--- src/rtl/stream_rr_arbiter.sv ---
// Round-robin arbiter feeding one registered, full-throughput stream stage.
// In packet mode the grant stays with a requester from its first beat until its last beat is accepted.
module stream_rr_arbiter #(
    parameter int NUM_IN   = 4,
    parameter int DW       = 8,
    parameter bit PKT_MODE = 1'b1,
    parameter int IW       = (NUM_IN > 1) ? $clog2(NUM_IN) : 1
) (
    input  logic                 clk_i,
    input  logic                 rst_ni,
    input  logic                 clear_i,
    input  logic [NUM_IN-1:0]    valid_i,
    output logic [NUM_IN-1:0]    ready_o,
    input  logic [NUM_IN*DW-1:0] data_i,
    input  logic [NUM_IN-1:0]    last_i,
    output logic                 valid_o,
    input  logic                 ready_i,
    output logic [DW-1:0]        data_o,
    output logic                 last_o,
    output logic [IW-1:0]        idx_o
);

    typedef enum logic {ARB, PKT} arbState_e;

    arbState_e r_state, w_stateNext;

    logic [IW-1:0]     r_rrPtr, w_rrPtrNext;
    logic [IW-1:0]     r_lockIdx, w_lockIdxNext;
    logic [NUM_IN-1:0] w_grant;
    logic [IW-1:0]     w_grantIdx;
    logic              w_found;
    logic [DW-1:0]     w_selData;
    logic              w_selLast;
    logic              w_loadEn;
    logic              w_accept;

    logic              r_valid;
    logic [DW-1:0]     r_data;
    logic              r_last;
    logic [IW-1:0]     r_idx;

    assign w_loadEn = ~r_valid | ready_i;
    assign ready_o  = w_grant & {NUM_IN{w_loadEn & ~clear_i}};
    assign w_accept = |(valid_i & ready_o);

    always_ff @(posedge clk_i or negedge rst_ni) begin
        if (!rst_ni) begin
            r_state   <= ARB;
            r_rrPtr   <= '0;
            r_lockIdx <= '0;
        end else begin
            r_state   <= w_stateNext;
            r_rrPtr   <= w_rrPtrNext;
            r_lockIdx <= w_lockIdxNext;
        end
    end

    always_comb begin
        w_stateNext   = r_state;
        w_rrPtrNext   = r_rrPtr;
        w_lockIdxNext = r_lockIdx;
        if (clear_i) begin
            w_stateNext   = ARB;
            w_rrPtrNext   = '0;
            w_lockIdxNext = '0;
        end else if (w_accept) begin
            if (r_state == ARB) begin
                w_rrPtrNext = (int'(w_grantIdx) == NUM_IN - 1) ? '0 : w_grantIdx + IW'(1);
                if (PKT_MODE && !w_selLast) begin
                    w_stateNext   = PKT;
                    w_lockIdxNext = w_grantIdx;
                end
            end else if (w_selLast) begin
                w_stateNext = ARB;
            end
        end
    end

    // Second scan overrides the first, so the lowest index at/after the pointer wins before any wrapped one.
    always_comb begin
        w_found    = 1'b0;
        w_grantIdx = '0;
        w_grant    = '0;
        w_selData  = '0;
        w_selLast  = 1'b0;
        if (r_state == PKT) begin
            w_found    = 1'b1;
            w_grantIdx = r_lockIdx;
        end else begin
            for (int i = NUM_IN - 1; i >= 0; i--) begin
                if (valid_i[i] && (i < int'(r_rrPtr))) begin
                    w_found    = 1'b1;
                    w_grantIdx = IW'(i);
                end
            end
            for (int i = NUM_IN - 1; i >= 0; i--) begin
                if (valid_i[i] && (i >= int'(r_rrPtr))) begin
                    w_found    = 1'b1;
                    w_grantIdx = IW'(i);
                end
            end
        end
        for (int i = 0; i < NUM_IN; i++) begin
            w_grant[i] = w_found && (IW'(i) == w_grantIdx);
            if (w_grant[i]) begin
                w_selData = data_i[i*DW +: DW];
                w_selLast = last_i[i];
            end
        end
    end

    always_ff @(posedge clk_i or negedge rst_ni) begin
        if (!rst_ni) begin
            r_valid <= 1'b0;
            r_data  <= '0;
            r_last  <= 1'b0;
            r_idx   <= '0;
        end else if (clear_i) begin
            r_valid <= 1'b0;
            r_data  <= '0;
            r_last  <= 1'b0;
            r_idx   <= '0;
        end else if (w_loadEn) begin
            r_valid <= w_accept;
            if (w_accept) begin
                r_data <= w_selData;
                r_last <= w_selLast;
                r_idx  <= w_grantIdx;
            end
        end
    end

    assign valid_o = r_valid;
    assign data_o  = r_data;
    assign last_o  = r_last;
    assign idx_o   = r_idx;

endmodule

--- config.mk ---
export PLATFORM = sky130hd
export DESIGN_NAME = stream_rr_arbiter
export DESIGN_NICKNAME = d
export VERILOG_FILES = /design/src/rtl/stream_rr_arbiter.sv
export SDC_FILE = /design/constraint.sdc
export NUM_CORES = 1
export LEC_CHECK = 0
export CAP_MARGIN = 5
export CORE_ASPECT_RATIO = 1.4
export CORE_MARGIN = 10
export CORE_UTILIZATION = 40
export CTS_CLUSTER_SIZE = 10
export DETAILED_ROUTE_END_ITERATION = 6
export PLACE_DENSITY = 0.79
export SLEW_MARGIN = 25
export SYNTH_ARGS = -nofsm -noshare
export SYNTH_HDL_FRONTEND = slang
export SYNTH_SLANG_ARGS = --single-unit
--- constraint.sdc ---
create_clock -name clk_i -period 3.2 [get_ports clk_i]
set_clock_uncertainty 0.15 [all_clocks]
set_input_delay 0.64 -clock clk_i [delete_from_list [all_inputs] [get_ports clk_i]]
set_output_delay 0.64 -clock clk_i [all_outputs]
set_load 0.02 [all_outputs]
Word level (Yosys, flattened, before mapping)
Cells that the tools add are included.
- flip-flop bits (word level): 17
- bits of input ports: 44
- logic and storage cells: 89
- $add $sub $neg: 1
- $lt $le $gt $ge: 6
- equality and inequality tests: 6
- muxes and demuxes: 46
- bitwise logic cells: 6
- reduce and logical (&&, ||, !) cells: 17
- operator list (kind ; number):
    $mux 8 ; 7
    $mux 2 ; 19
    $mux 1 ; 20
    $logic_and 1x1->1 ; 10
    $and 4x4->4 ; 2
    $eq 2x2->1 const A ; 2
    $ge 1x2->1 const A ; 2
    $lt 1x2->1 const A ; 2
    $ne 2x2->1 const B ; 2
    $reduce_and 2->1 ; 2
    $reduce_bool 2->1 ; 2
    $reduce_or 4->1 ; 1
    $reduce_and 3->1 ; 1
    $add 2x1->2 const B ; 1
    $eq 1x2->1 const A ; 1
    $eq 2x1->1 const B ; 1
    $ge 2x2->1 const A ; 1
    $logic_not 2->1 ; 1
    $lt 2x2->1 const A ; 1
    $not 1->1 ; 2
    $and 1x1->1 ; 1
    $or 1x1->1 ; 1

Depth between registers and ports, before layout
- depth in word-level cells: 20
- gate-level depth with buffers: 10
- depth with buffers taken out: 9

Worst setup path after synthesis
No wires, ideal clock.
- kind: input-to-output
- start: input port valid_i[1]
- end: output port ready_o[2]
- arrival: 2.184 ns
- data required time: 2.410 ns
- path slack: 0.226 ns
- stages: 8
- path buffers: 2
- cell sequence: o211ai_1 -> a21oi_1 -> o31a_1 -> inv_1 -> ha_1 -> clkbuf_2 -> buf_1 -> and3_1
- longest elaborated chain between the ends: 11
- ends and longest elaborated chain (element ; line ; text):
    from (decl) ; 12 ; input logic [NUM_IN-1:0] valid_i,
    $logic_and 1x1->1 ; 91 ; if (valid_i[i] && (i < int'(r_rrPtr))) begin
    $mux 2 (2 in series) ; 91 ;
    $mux 2 (4 in series) ; 97 ; if (valid_i[i] && (i >= int'(r_rrPtr))) begin
    $mux 2 ; 86 ; if (r_state == PKT) begin
    $eq 2x2->1 ; 104 ; w_grant[i] = w_found && (IW'(i) == w_grantIdx);
    $logic_and 1x1->1 * ; 104 ;
    $and 4x4->4 * ; 43 ; assign ready_o = w_grant & {NUM_IN{w_loadEn & ~clear_i}};
    to (decl) ; 13 ; output logic [NUM_IN-1:0] ready_o,
Mark *: on every way between the ends. The rest lies on a longest branch, timed or not.

Worst setup path after layout
- start: input port valid_i[0]
- end: output port ready_o[3]
- longest elaborated chain between the ends: 10
- ends and longest elaborated chain (element ; line):
    $logic_and 1x1->1 ; 91
    $mux 2 ; 91
    $mux 2 (4 in series) ; 97
    $mux 2 ; 86
    $eq 2x2->1 ; 104
    $logic_and 1x1->1 * ; 104
    $and 4x4->4 * ; 43
Marks and branches as above.

==> flow_summary.json <==
{
  "vias": 1418,
  "worst_pin_slew_ns": 0.831,
  "most-common-layout-cells": "clkdlybuf4s50_1 (51), buf_4 (21), dfrtp_1 (17), nand2_1 (15), a21oi_1 (13)",
  "end_kind": "output port",
  "h-tree-depth": 1,
  "p_leak_nw": 0.920,
  "rsz0062_at_grt": "false",
  "synth_warnings": 0,
  "pwr-share-clk_pct": 13.1,
  "yosys-top-cells-area": "dfrtp_1 (34%), a221o_1 (6.5%), a21oi_1 (5.3%)",
  "cts.sinks": 17,
  "fillers": 236,
  "pwr-share-comb_pct": 60.4,
  "synth_top_area_cell": "dfrtp_1",
  "area_growth_pct": 67.3,
  "diodes": 0,
  "grt.total_usage_pct": 15.1,
  "power_switching_w": 0.000499,
  "fmax_mhz": 332,
  "fp.dieArea_um2": 5750,
  "cts_buffer_depth": 2,
  "syn_inst": 135,
  "initial_utilization_pct": 42.6,
  "synth_ff_type": "dfrtp_1",
  "cp-start-kind": "input pin",
  "final-hold-violation-count": 0,
  "drc": 0,
  "critPathArrivalTime_ns": 2.22,
  "ant_nets": 0,
  "drt_first_pass_iters": 5,
  "power.internal_w": 0.000759,
  "clk_pin_slew_ns": 0.07,
  "irDropWorstVdd_v": 0.000315,
  "synth_edf_count": 0,
  "antenna_found_initial": 0,
  "drive_above_1_share_pct": 21.5,
  "seq_area_frac_synth_pct": 34.3,
  "worstSetupPathType": "in -> out",
  "power_density_nw_per_um2": 607,
  "worstPathRequired_ns": 2.41,
  "num_io_pins": 60,
  "routed_via_density": 5.65,
  "layout.cells.non_filler": 251,
  "numPlacedInstances": 246,
  "drt-total-wl_um": 4390,
  "die_w_um": 67.0,
  "grt_first_pass_wirelength_um": 7020,
  "holdWs_ns": 0.382,
  "regArea_um2": 425,
  "coreArea_um2": 2910,
  "multi_input_area_um2": 773,
  "avgSynthCellArea_um2": 9.18,
  "period_minus_slack_ns": 3.01,
  "yosysTopAreaCellShare_pct": 34.3,
  "cts_tree": "yes",
  "grt_overflow_total": 0,
  "swShare_pct": 39.7,
  "setup_violations": 0,
  "netlist_area_um2": 1240,
  "gp_congestion": 0.894,
  "drt-wirelength-per-cell_um": 17.5,
  "max-slew-margin-rel_pct": 44.4,
  "grt_max_degree": 20,
  "synthDistinctLibCells": 42,
  "synthArstFlopShare_pct": 100,
  "crit_fanout": 4,
  "cts-root-buf": "clkbuf_8",
  "finalCritPeriodShare_pct": 94.1,
  "status": "complete, no violations",
  "clk-insertion-delay-late_ns": 0.25,
  "hold_class": "reg -> reg",
  "max_cap_viol_count": 0,
  "final_nets": 263,
  "num_rows": 23,
  "p_seq_share_pct": 26.5,
  "layout_commonest_cell": "clkdlybuf4s50_1",
  "drt_iter0_drc": 79,
  "hpwl_um": 3610,
  "port_buffers": 59,
  "synth_seq_cells": 17,
  "syn_nets": 183,
  "chipHeight_um": 85.8,
  "cts_buffers": 3,
  "grt_pass1_vias": 1508,
  "drv_slew": 0
}
-- worst max-delay path: stages --
cell and delay [ns]:
dlygate4sd2_1 0.28, o211ai_1 0.19, a21oi_1 0.10, o31a_1 0.30
inv_1 0.09, ha_2 0.19, a21boi_2 0.17, and2_1 0.14
buf_4 0.13
-- per-stage QoR --
step / TNS (ns) / power [W] / utilization, % / instance area (µm²) / worst slack, ns
2_1_floorplan: 0 / 0.000752 / - / 1240 / 0.226
3_3_place_gp: -3.72 / 0.00106 / 68.8 / 2000 / -0.378
3_5_place_dp: -5.77 / 0.00109 / 68.8 / 2000 / -0.463
4_1_cts: 0 / 0.00124 / 69.7 / 2030 / 0.0135
5_1_grt: 0 / 0.00134 / 71.3 / 2070 / 0.0576
6_report: 0 / 0.00126 / 71.3 / 2070 / 0.188
-- final cells by class --
class / instances / share of cell area, %
tap: 37 / 2.23
multi-input combinational: 106 / 37.3
clock buffer: 4 / 2.17
sequential: 17 / 20.5
inverter: 5 / 0.906
timing repair buffer: 82 / 36.8
-- timing repair --
action / CTS / global route
hold buffers: 0 / 0
buffers inserted: 0 / 1
endpoints found under the setup margin: 13 / 19
pin swaps: 2 / 5
gates resized for setup: 18 / 9
-- synthesized netlist by cell type (2+ instances only) --
cell type   n
a211o_1     2
a21oi_1    13
a21oi_2     2
a221o_1     8
a22o_1      2
a22oi_1     3
a22oi_2     5
and2_1      2
and3_1      3
clkbuf_1    2
dfrtp_1    17
ha_1        4
inv_1       4
nand2_1    15
nand2b_1   10
nand3_1    11
nor2_1      2
nor2b_1     3
o211ai_1    2
o21ai_0     3
-- layer usage --
metal	vias up	part of all wire, %	wire [µm]	track usage, %
met5	-	0	0	0
li1	669	-	-	-
met4	0	2.0	90	5.99
met2	64	52	2290	26.7
met3	8	7.2	318	3.78
met1	677	39	1700	16.3
-- power groups by stage --
stage / combinational (W) / sequential, W / clock [W]
2_1_floorplan: 0.000360 / 0.000393 / 0
3_3_place_gp: 0.000732 / 0.000332 / 0
3_5_place_dp: 0.000750 / 0.000335 / 0
4_1_cts: 0.000745 / 0.000331 / 0.000164
5_1_grt: 0.000827 / 0.000343 / 0.000173
6_report: 0.000760 / 0.000333 / 0.000164
-- kinds of logic after synthesis --
kind of cell               Yosys count  synth area share, %
AOI/OAI and AO/OA                   52                 35.0
adders and majority gates            4                 4.04
buffers and inverters               12                 4.75
DFF                                 17                 34.3
muxes                                1                0.808
and+or+nand+nor                     49                 21.1
-- final timing paths --
| kind | slack, ns | endpoint | cells after the start | from |
|---|---|---|---|---|
| setup / recovery | 0.19 | ready_o[3] | 9 | valid_i[0] |
| min in group asynchronous | 0.71 | r_rrPtr[0] | 1 | rst_ni |
| setup reg to reg | 0.39 | data_o[1] | 12 | r_rrPtr[0] |
| hold / removal | 0.38 | idx_o[0] | 2 | idx_o[0] |
| hold reg to reg | 0.38 | idx_o[0] | 2 | idx_o[0] |
| max in group asynchronous | 1.67 | data_o[5] | 1 | rst_ni |
-- registers in the layout (all words and copies together), names as in the netlist --
name       cells
data_o         8
idx_o          2
r_lockIdx      2
r_rrPtr        2
last_o         1
r_state        1
valid_o        1
Note: power is estimated with default switching activity, not from simulation.
